**src/rtl/branch_pkg.sv**
```systemverilog
`default_nettype none
// ============================================================================
// Module      : branch_pkg
// Description : Shared encodings for the branch resolve unit: RV64I branch
//               funct3 codes, 2-bit BHT counter states and small helpers.
// Revision    : 1.0 - initial release
// ============================================================================
package branch_pkg;

  // Conditional branch funct3 encodings (010 and 011 are reserved)
  localparam logic [2:0] F3_BEQ  = 3'b000;
  localparam logic [2:0] F3_BNE  = 3'b001;
  localparam logic [2:0] F3_BLT  = 3'b100;
  localparam logic [2:0] F3_BGE  = 3'b101;
  localparam logic [2:0] F3_BLTU = 3'b110;
  localparam logic [2:0] F3_BGEU = 3'b111;

  // 2-bit saturating counter states; bit 1 is the predicted direction
  localparam logic [1:0] SNT = 2'b00;
  localparam logic [1:0] WNT = 2'b01;
  localparam logic [1:0] WT  = 2'b10;
  localparam logic [1:0] ST  = 2'b11;

  localparam logic [1:0] BHT_RESET = WNT;

  // The two reserved codes are exactly those with bit 2 clear and bit 1 set
  function automatic logic f3_is_legal(input logic [2:0] f3);
    return f3[2] || !f3[1];
  endfunction

  // Saturating step of a 2-bit counter towards the resolved direction
  function automatic logic [1:0] ctr_step(input logic [1:0] ctr, input logic taken);
    logic [1:0] nxt;
    nxt = ctr;
    if (taken) begin
      if (ctr != ST) nxt = ctr + 2'b01;
    end else begin
      if (ctr != SNT) nxt = ctr - 2'b01;
    end
    return nxt;
  endfunction

endpackage
`default_nettype wire

```
**src/rtl/bht_2bit.sv**
```systemverilog
`default_nettype none
// ============================================================================
// Module      : bht_2bit
// Description : Table of 2-bit saturating branch counters indexed by
//               pc[log2(BHT_ENTRIES)+1:2]. One asynchronous read port for
//               fetch, one synchronous update port for resolved branches.
// Revision    : 1.0 - initial release
// ============================================================================
module bht_2bit
  import branch_pkg::*;
#(
  parameter int BHT_ENTRIES = 16,
  parameter int XLEN        = 64
) (
  input  logic            clk,
  input  logic            reset,
  input  logic [XLEN-1:0] i_rd_pc,
  output logic            o_rd_taken,
  input  logic            i_upd_en,
  input  logic [XLEN-1:0] i_upd_pc,
  input  logic            i_upd_taken
);

  localparam int IDX_W = $clog2(BHT_ENTRIES);

  logic [1:0]       r_ctr [BHT_ENTRIES];
  logic [IDX_W-1:0] w_rd_idx;
  logic [IDX_W-1:0] w_upd_idx;
  logic             w_unused_pc_bits;

  assign w_rd_idx  = i_rd_pc[IDX_W+1:2];
  assign w_upd_idx = i_upd_pc[IDX_W+1:2];

  // Bits outside the index field never affect the table
  assign w_unused_pc_bits = ^{i_rd_pc[XLEN-1:IDX_W+2], i_rd_pc[1:0],
                              i_upd_pc[XLEN-1:IDX_W+2], i_upd_pc[1:0]};

  // Reads see the registered value, so a same-cycle update is not visible yet
  assign o_rd_taken = r_ctr[w_rd_idx][1];

  // Counter storage: reset to weakly not-taken, step on each legal resolution
  always_ff @(posedge clk or posedge reset) begin
    if (reset) begin
      for (int i = 0; i < BHT_ENTRIES; i++) begin
        r_ctr[i] <= BHT_RESET;
      end
    end else if (i_upd_en) begin
      r_ctr[w_upd_idx] <= ctr_step(r_ctr[w_upd_idx], i_upd_taken);
    end
  end

endmodule
`default_nettype wire

```
**src/rtl/branch_resolve_unit.sv**
```systemverilog
`default_nettype none
// ============================================================================
// Module      : branch_resolve_unit
// Description : Resolves RV64I conditional branches into a registered,
//               valid/ready result stage, raises redirects on misprediction,
//               trains a 2-bit BHT and keeps branch/mispredict counters.
// Revision    : 1.0 - initial release
// ============================================================================
module branch_resolve_unit
  import branch_pkg::*;
#(
  parameter int XLEN        = 64,
  parameter int BHT_ENTRIES = 16,
  parameter int CNT_W       = 32
) (
  input  logic             clk,
  input  logic             reset,
  input  logic [XLEN-1:0]  fetch_pc,
  output logic             fetch_pred_taken,
  input  logic             in_valid,
  output logic             in_ready,
  input  logic             is_branch,
  input  logic [2:0]       funct3,
  input  logic [XLEN-1:0]  pc,
  input  logic [XLEN-1:0]  rs1,
  input  logic [XLEN-1:0]  rs2,
  input  logic [XLEN-1:0]  imm,
  input  logic             pred_taken,
  output logic             out_valid,
  input  logic             out_ready,
  output logic             taken,
  output logic [XLEN-1:0]  target,
  output logic             redirect,
  output logic [XLEN-1:0]  redirect_pc,
  output logic             illegal,
  output logic [CNT_W-1:0] branch_count,
  output logic [CNT_W-1:0] mispredict_count
);

  localparam logic [XLEN-1:0] c_insn_bytes = XLEN'(4);

  // Request-side combinational results
  logic            w_accept;
  logic            w_legal;
  logic            w_eq;
  logic            w_lt;
  logic            w_ltu;
  logic            w_cond;
  logic            w_taken;
  logic            w_illegal;
  logic            w_redirect;
  logic            w_upd;
  logic [XLEN-1:0] w_target;
  logic [XLEN-1:0] w_fall_pc;
  logic [XLEN-1:0] w_redirect_pc;

  // Result stage and counters
  logic             r_out_valid;
  logic             r_taken;
  logic [XLEN-1:0]  r_target;
  logic             r_redirect;
  logic [XLEN-1:0]  r_redirect_pc;
  logic             r_illegal;
  logic [CNT_W-1:0] r_branch_count;
  logic [CNT_W-1:0] r_mispredict_count;

  // A held result blocks new work until the consumer takes it
  assign in_ready = !r_out_valid || out_ready;
  assign w_accept = in_valid && in_ready;

  assign w_eq  = (rs1 == rs2);
  assign w_lt  = ($signed(rs1) < $signed(rs2));
  assign w_ltu = (rs1 < rs2);

  // Select the comparison named by funct3; reserved codes never take
  always_comb begin
    w_cond = 1'b0;
    case (funct3)
      F3_BEQ:  w_cond = w_eq;
      F3_BNE:  w_cond = !w_eq;
      F3_BLT:  w_cond = w_lt;
      F3_BGE:  w_cond = !w_lt;
      F3_BLTU: w_cond = w_ltu;
      F3_BGEU: w_cond = !w_ltu;
      default: w_cond = 1'b0;
    endcase
  end

  assign w_legal       = f3_is_legal(funct3);
  assign w_taken       = is_branch && w_legal && w_cond;
  assign w_illegal     = is_branch && !w_legal;
  assign w_redirect    = is_branch && w_legal && (w_taken != pred_taken);
  assign w_target      = pc + imm;
  assign w_fall_pc     = pc + c_insn_bytes;
  assign w_redirect_pc = w_taken ? w_target : w_fall_pc;

  // Only accepted legal branches train the predictor and count
  assign w_upd = w_accept && is_branch && w_legal;

  // Result stage: load on accept, drop valid once consumed with nothing new
  always_ff @(posedge clk or posedge reset) begin
    if (reset) begin
      r_out_valid   <= 1'b0;
      r_taken       <= 1'b0;
      r_target      <= '0;
      r_redirect    <= 1'b0;
      r_redirect_pc <= '0;
      r_illegal     <= 1'b0;
    end else if (w_accept) begin
      r_out_valid   <= 1'b1;
      r_taken       <= w_taken;
      r_target      <= w_target;
      r_redirect    <= w_redirect;
      r_redirect_pc <= w_redirect_pc;
      r_illegal     <= w_illegal;
    end else if (out_ready) begin
      r_out_valid   <= 1'b0;
    end
  end

  // Performance counters, free-running with natural wrap
  always_ff @(posedge clk or posedge reset) begin
    if (reset) begin
      r_branch_count     <= '0;
      r_mispredict_count <= '0;
    end else if (w_upd) begin
      r_branch_count <= r_branch_count + CNT_W'(1);
      if (w_redirect) begin
        r_mispredict_count <= r_mispredict_count + CNT_W'(1);
      end
    end
  end

  assign out_valid        = r_out_valid;
  assign taken            = r_taken;
  assign target           = r_target;
  assign redirect         = r_redirect;
  assign redirect_pc      = r_redirect_pc;
  assign illegal          = r_illegal;
  assign branch_count     = r_branch_count;
  assign mispredict_count = r_mispredict_count;

  bht_2bit #(
    .BHT_ENTRIES (BHT_ENTRIES),
    .XLEN        (XLEN)
  ) u_bht (
    .clk         (clk),
    .reset       (reset),
    .i_rd_pc     (fetch_pc),
    .o_rd_taken  (fetch_pred_taken),
    .i_upd_en    (w_upd),
    .i_upd_pc    (pc),
    .i_upd_taken (w_taken)
  );

endmodule
`default_nettype wire

```
**config.mk**
```make
export PLATFORM = sky130hd
export DESIGN_NAME = branch_resolve_unit
export DESIGN_NICKNAME = d
export VERILOG_FILES = /design/src/rtl/branch_pkg.sv /design/src/rtl/bht_2bit.sv /design/src/rtl/branch_resolve_unit.sv
export SDC_FILE = /design/constraint.sdc
export NUM_CORES = 1
export LEC_CHECK = 0
export CAP_MARGIN = 10
export CORE_MARGIN = 4
export CORE_UTILIZATION = 25
export DETAILED_ROUTE_END_ITERATION = 16
export HOLD_SLACK_MARGIN = 0.1
export PLACE_DENSITY = 0.47
export SYNTH_ARGS = -nofsm -noshare
export SYNTH_HDL_FRONTEND = slang
export SYNTH_SLANG_ARGS = --single-unit
```
**constraint.sdc**
```tcl
create_clock -name clk -period 10.8 [get_ports clk]
set_input_delay 2.16 -clock clk [delete_from_list [all_inputs] [get_ports clk]]
set_output_delay 2.16 -clock clk [all_outputs]
set_load 0.1 [all_outputs]
```
### Yosys cells after proc, flatten, opt, wreduce, memory -nomap -nowiden

Index checks and enable logic that the tools add are counted.

* memory bits (read-only): 0
* flip-flop bits (word level): 228
* memories kept: 0
* bits in writable memories: 0
* logic and storage cells: 82
* output and inout bits: 198
* bits of input ports: 329
* bits in latches: 0

* add/subtract/negate cells: 6
* mux-type cells: 17
* magnitude comparators: 5
* shift-type cells: 0
* bitwise gates (word level): 2
* reductions and logical operators: 20
* div/mod/pow operators: 0
* eq/ne operators: 8
* $mul: 0

Operators with widths (number)
* $lt 64x64->1: 2
* $add 32x1->32 const B: 2
* $add 64x3->64 const B: 1
* $add 64x64->64: 1
* $eq 64x64->1: 1
* $mux 64: 1
* $bwmux 32: 1
* $mux 2: 9
* $bmux 2 s4: 2
* $eq 3x3->1 const B: 4
* $ge 5x5->1 const B: 2
* $not 4->5: 2
* $demux 2 s4: 1
* $logic_and 1x1->1: 8
* $logic_not 1->1: 6
* $pmux 1 s6: 1
* $lt 5x1->1 const B: 1
* $reduce_bool 2->1: 2
* $eq 3x1->1 const B: 1
* $logic_not 3->1: 1
* $add 2x1->2 const B: 1
* $logic_or 1x1->1: 2
* $mux 1: 2
* $ne 2x2->1 const B: 1
* 3 further kinds: 3

### Depth between registers and ports, before layout

Gate-level depths: netlist of run 1.

* depth after elaboration: 9
* depth in mapped cells: 15
* mapped depth without buffers: 13

### Cells and area by module

From an unflattened synthesis of run 1, not the netlist that was laid out.

* cells, all modules: 1846
* area, all modules: 16389.5 um^2

By module, submodules not included
* branch_resolve_unit: area each 14571.5 um^2, instances 1, cells each 1704, sequential area each 4904.7 um^2
* bht_2bit: area each 1818.0 um^2, instances 1, cells each 142, sequential area each 820.8 um^2

### Worst setup path before layout of run 1

No wires, ideal clock.

* kind: input to output
* from: in fetch_pc[2]
* to: out fetch_pred_taken
* slack: 5.269 ns
* buffers on the path: 0
* arrival: 3.371 ns
* required time: 8.640 ns
* cell stages on the path: 2
* path through: mux4_2 -> mux4_2

* cells in the longest elaborated chain, start to end: 4

Ends and longest elaborated chain
* from (decl): RTL line branch_resolve_unit.sv:18 `input logic [XLEN-1:0] fetch_pc,`
* $not 4->5 (implied by the code): RTL line bht_2bit.sv:39 `assign o_rd_taken = r_ctr[w_rd_idx][1];`
* $bmux 2 s4: RTL line bht_2bit.sv:39
* $mux 2 (implied by the code) (2 in a row): RTL line bht_2bit.sv:39
* to (decl): RTL line branch_resolve_unit.sv:19 `output logic fetch_pred_taken,`

No other way between the ends. The select of a mux whose other input is x is not followed.

### Worst setup path after layout of run 1

Ends and elaborated chain as after synthesis.

==> results.toml, run 1 <==
[run_status]
status = "complete, no violations"

[die]
die_y_um = 265
die-area_um2 = 70400
core_um2 = 65700
start_util_pct = 25.2
fp-row-count = 94
die-width_um = 265
io_pins = 527

[logic_synthesis]
ys.flop_type = "dfrtp_1"
synth_common_cells = "231 x nand2_1, 212 x dfrtp_1, 168 x o21ai_0"
syn_nets = 2331
syn_inst = 1868
synth_area_leaders = "dfrtp_1 32%, ha_1 10%, nand2_1 5.2%"
ys.warnings.count = 0
async_flop_share_pct = 100
synth_cell_type_count = 70
syn_area_um2 = 16600
synth_edf_count = 0
synth_top_area_share_pct = 32.0
synth-seq-cells = 228
yosysSeqAreaShare_pct = 34.6
synth_most_common_cell = "nand2_1"
syn_avg_cell_area_um2 = 8.86
synth_area_leader_cell = "dfrtp_1"

[clock_tree]
post_cts_resize_count = 0
holdBufCountCts = 0
cts_max_level = 1
path_clk_slew_ns = 0.05
cts_setup_buffers = 0
clk_path_buf_depth = 3
cts_root_buf = "clkbuf_16"
clock_latency_ns = 0.56
clock_sinks = 228
cts_tree = "yes"
numCtsBuffers = 29

[sta]
hold_viol_final = 0
period_share_pct = 65.4
finalSetupViolCount = 0
finalMaxSlewViolations = 0
tns_ns = 0
fmax_mhz = 142
rsz0062_at_grt = "no"
finalCriticalPeriod_ns = 7.06
slew_headroom_pct = 21.7
skew_ns = 0.0204
tightest_slew_ns = 1.17

[power]
power_mw = 4.01
ir_worst_vdd_v = 0.000104
power_density_nw_per_um2 = 174
power_leakage_nw = 9.86

[placement]
dp_cells = 3122
routabilityCongestion = 0.882
dp_hpwl_mm = 51.4
io_buffers = 466

[route]
drc_errors = 0
drtIter0Drc = 846
routed_wl_mm = 64.2
ant_nets = 0
drt_pass1_iterations = 5
vias = 15500
wl_per_cell_um = 20.2
viasPerCell = 4.88

[grt]
grt_pass1_vias = 16000
grt_max_degree = 86
antenna_found_initial = 6
grt_pass1_wl_mm = 96.9
track_usage_pct = 17.4
overflow = 0

[run]
maxCapViolCount = 0

[worst_hold_path]
hold_class = "reg2reg"

[critical_path]
required_ns = 8.64
start_kind = "input port"
arrival_ns = 4.90
crit_path_max_fanout = 4
critPathKind = "in2out"
endpoint_kind = "primary output"

[cells_and_area]
nets = 2752
final_cells = 3178
drive_gt1_share_pct = 8.01
final_util_pct = 35.1
fill_cells = 6705
synthToLayoutAreaGrowth_pct = 39.2
power breakdown:
group	internal (mW)	leakage, nW	total, mW	switching (mW)
Sequential	0.989	2.84	1.09	0.0991
Clock	0.587	0.468	0.980	0.392
Combinational	0.518	6.55	1.94	1.42
state kept, by name, indices dropped and copies added (netlist names):
name              count
redirect              1
u_bht.r_ctr          32
illegal               1
mispredict_count     32
taken                 1
redirect_pc          64
out_valid             1
target               64
branch_count         32
per-layer routing:
| metal | part of all wire, % | global-route usage [%] |
|---|---|---|
| met5 | 0 | 0 |
| met4 | 2.6 | 4.70 |
| met3 | 6.9 | 4.37 |
| met2 | 48 | 29.8 |
| met1 | 43 | 22.0 |
stage by stage:
step	instance area (µm²)	hold WS [ns]	worst slack, ns
CTS	23000	0.483	3.70
finish	23100	0.477	3.74
global placement	22100	0.462	3.35
floorplan	16600	0.491	2.42
detailed placement	22100	0.470	3.28
global route	23000	0.506	3.64
cell type report:
type / instances / area [µm²] / area share (%)
Sequential cell: 228 / 5730 / 24.8
Tap cell: 864 / 1080 / 4.69
Clock buffer: 42 / 845 / 3.66
Antenna cell: 4 / 10.0 / 0.0434
Multi-Input combinational cell: 1448 / 10100 / 43.9
Timing Repair Buffer: 480 / 4770 / 20.7
Inverter: 102 / 390 / 1.69
Clock inverter: 10 / 113 / 0.488
cells in the final DEF (no fill, tap or decap), drive strengths merged, types with 5 or more instances in the layout:
master	instances
nor2b	13
dfrtp	212
xor2	91
mux2i	5
nor4	23
or3	5
a22oi	6
ha	133
buf	14
nor4b	7
o211ai	9
nand2	231
and3	19
o21bai	11
a31oi	11
inv	104
nand2b	11
or4	5
clkbuf	42
o21a	10
a21boi	6
dfstp	16
xnor2	94
a21oi	117
a221o	9
nand3	72
mux4	15
nor3	41
and4	17
a221oi	5
a21o	38
and2	9
mux2	73
a211oi	8
nor2	81
clkdlybuf4s50	466
nand4	61
o21ai	170
logic make-up after synthesis:
logic type | synth area share, %
simple gates | 17.9
flops | 34.6
buf+inv | 4.55
compound gates | 15.6
xor+xnor | 9.79
fa+ha+maj | 10.3
mux | 7.31
worst paths after layout:
| kind | start | cells after the start | slack, ns | end |
|---|---|---|---|---|
| min in group asynchronous | reset | 2 | 2.11 | redirect_pc[11] |
| max | fetch_pc[2] | 4 | 3.74 | fetch_pred_taken |
| min reg2reg | branch_count[31] | 1 | 0.48 | branch_count[31] |
| max in group asynchronous | reset | 3 | 7.24 | mispredict_count[17] |
| min | branch_count[31] | 1 | 0.48 | branch_count[31] |
| max reg2reg | out_valid | 11 | 7.46 | branch_count[29] |
worst max-delay path: stages:
cell,delay [ns]
clkdlybuf4s50_1,0.65
mux4_2,0.59
mux4_2,0.47
clkdlybuf4s50_1,1.01
Note: power is estimated with default switching activity, not from simulation.
==> inputs of run 2 (changes only) <==
- PLACE_DENSITY: 0.47 -> 0.49
- clock period: 10.8 -> 5.8 ns (I/O delays scaled with it)
==> run 2 against run 1 <==
Sequential power is 86% higher. Setup slack got worse by 2.9 ns. Critical path depth up 9. Non-clock buffer count grew 20. Final cell count grew 0.53%. Routed wire length is 1.1% higher. Die area is the same. Critical endpoint is now redirect_pc[45]. Largest cell class unchanged. Largest power group unchanged.
==> results.toml, run 2 (same netlist as run 1, synthesis figures left out) <==
[die]
die_y_um = 265
core_um2 = 65700
die-area_um2 = 70400
die-width_um = 265
start_util_pct = 25.2
fp-row-count = 94
io_pins = 527

[clock_tree]
clk_path_buf_depth = 3
clock_sinks = 228
clock_latency_ns = 0.58
cts_setup_buffers = 0
cts_tree = "yes"
cts_root_buf = "clkbuf_16"
cts_max_level = 1
path_clk_slew_ns = 0.06
post_cts_resize_count = 0
numCtsBuffers = 29
holdBufCountCts = 0

[route]
drt_pass1_iterations = 5
wl_per_cell_um = 20.3
drc_errors = 0
routed_wl_mm = 64.9
ant_nets = 0
viasPerCell = 4.93
drtIter0Drc = 865
vias = 15700

[sta]
fmax_mhz = 201
period_share_pct = 85.7
finalCriticalPeriod_ns = 4.97
slew_headroom_pct = 26.0
tightest_slew_ns = 1.11
finalMaxSlewViolations = 0
hold_viol_final = 0
tns_ns = 0
rsz0062_at_grt = "no"
skew_ns = 0.0201
finalSetupViolCount = 0

[power]
power_mw = 7.56
power_leakage_nw = 9.98
ir_worst_vdd_v = 0.000234
power_density_nw_per_um2 = 325

[grt]
overflow = 0
antenna_found_initial = 1
track_usage_pct = 17.6
grt_pass1_wl_mm = 98.8
grt_pass1_vias = 16200
grt_max_degree = 100

[cells_and_area]
final_util_pct = 35.4
n_antenna_cell = 0
nets = 2772
layout_commonest_cell = "clkdlybuf4s50_1"
fill_cells = 6642
layout_common_cells = "465 x clkdlybuf4s50_1, 230 x nand2_1, 212 x dfrtp_1"
synthToLayoutAreaGrowth_pct = 40.5
drive_gt1_share_pct = 9.01

[placement]
dp_hpwl_mm = 52.1
io_buffers = 466
routabilityCongestion = 0.910

[critical_path]
arrival_ns = 5.44
start_kind = "input port"
critPathKind = "in2reg"
crit_path_max_fanout = 7
required_ns = 6.27
endpoint_kind = "flop"

[run_status]
status = "complete, no violations"

[worst_hold_path]
hold_class = "reg2reg"

[run]
maxCapViolCount = 0
==> run 2: changes by cell type in the layout (fill, tap and decap cells not counted), sizes merged <==
cell           previous run  this run
buf                      14        35
clkinvlp                  2         4
clkbuf                   42        44
diode                     4         0
inv                     104       102
clkdlybuf4s50           466       465
clkinv                    4         3
==> run 2: final cells by class <==
class                      count  area (µm²)  area share (%)
clock buffer                  44         892            3.84
tap                          864        1080            4.65
clock inverter                 9         118           0.506
sequential                   228        5730            24.6
inverter                     102         387            1.66
timing repair buffer         500        4940            21.2
multi-input combinational   1448       10100            43.5
==> run 2: routing by layer <==
metal  vias to the layer above  GRT usage [%]  routed length [µm]
met2                       505           30.4               31100
met1                      7599           23.1               28500
met4                         2           3.26                1070
met5                         -              0                  13
li1                       7563              -                   -
met3                        70           3.75                4290
==> run 2: report_power, final <==
group / leakage, nW / internal, mW / switching, mW / total, mW
Combinational: 6.64 / 0.979 / 2.65 / 3.63
Clock: 0.491 / 1.15 / 0.754 / 1.90
Sequential: 2.84 / 1.84 / 0.187 / 2.03
Total: 9.98 / 3.97 / 3.60 / 7.56
==> run 2: critical path, stage by stage <==
cell and delay, ns:
clkdlybuf4s50_1 0.55, ha_1 0.49, nand2_1 0.19, nor4_1 0.47, o311ai_0 0.32, and3_1 0.36, a21oi_1 0.45, nor4b_1 0.14
buf_4 0.17, o31ai_1 0.46, xnor2_1 0.23, mux2i_1 0.16, mux2_2 0.29
==> run 2: worst paths after layout <==
path                             startpoint                    to  slack, ns  cells after the start
max                                  pc[10]       redirect_pc[45]       0.83                     13
min in group asynchronous             reset  mispredict_count[17]       1.13                      2
min reg2reg                branch_count[31]      branch_count[31]       0.47                      1
max reg2reg                       out_valid      branch_count[29]       2.56                     10
min                        branch_count[31]      branch_count[31]       0.47                      1
max in group asynchronous             reset            target[16]       3.48                      3
==> run 2: stage by stage <==
stage / cell area, µm² / setup WS [ns] / std cells / hold slack, ns
global placement: 22300 / 0.239 / 3142 / 0.459
floorplan: 16600 / 1.40 / 1868 / 0.491
detailed placement: 22300 / 0.194 / 3142 / 0.467
CTS: 23300 / 0.779 / 3195 / 0.478
finish: 23300 / 0.831 / 3195 / 0.473
global route: 23300 / 0.495 / 3195 / 0.483
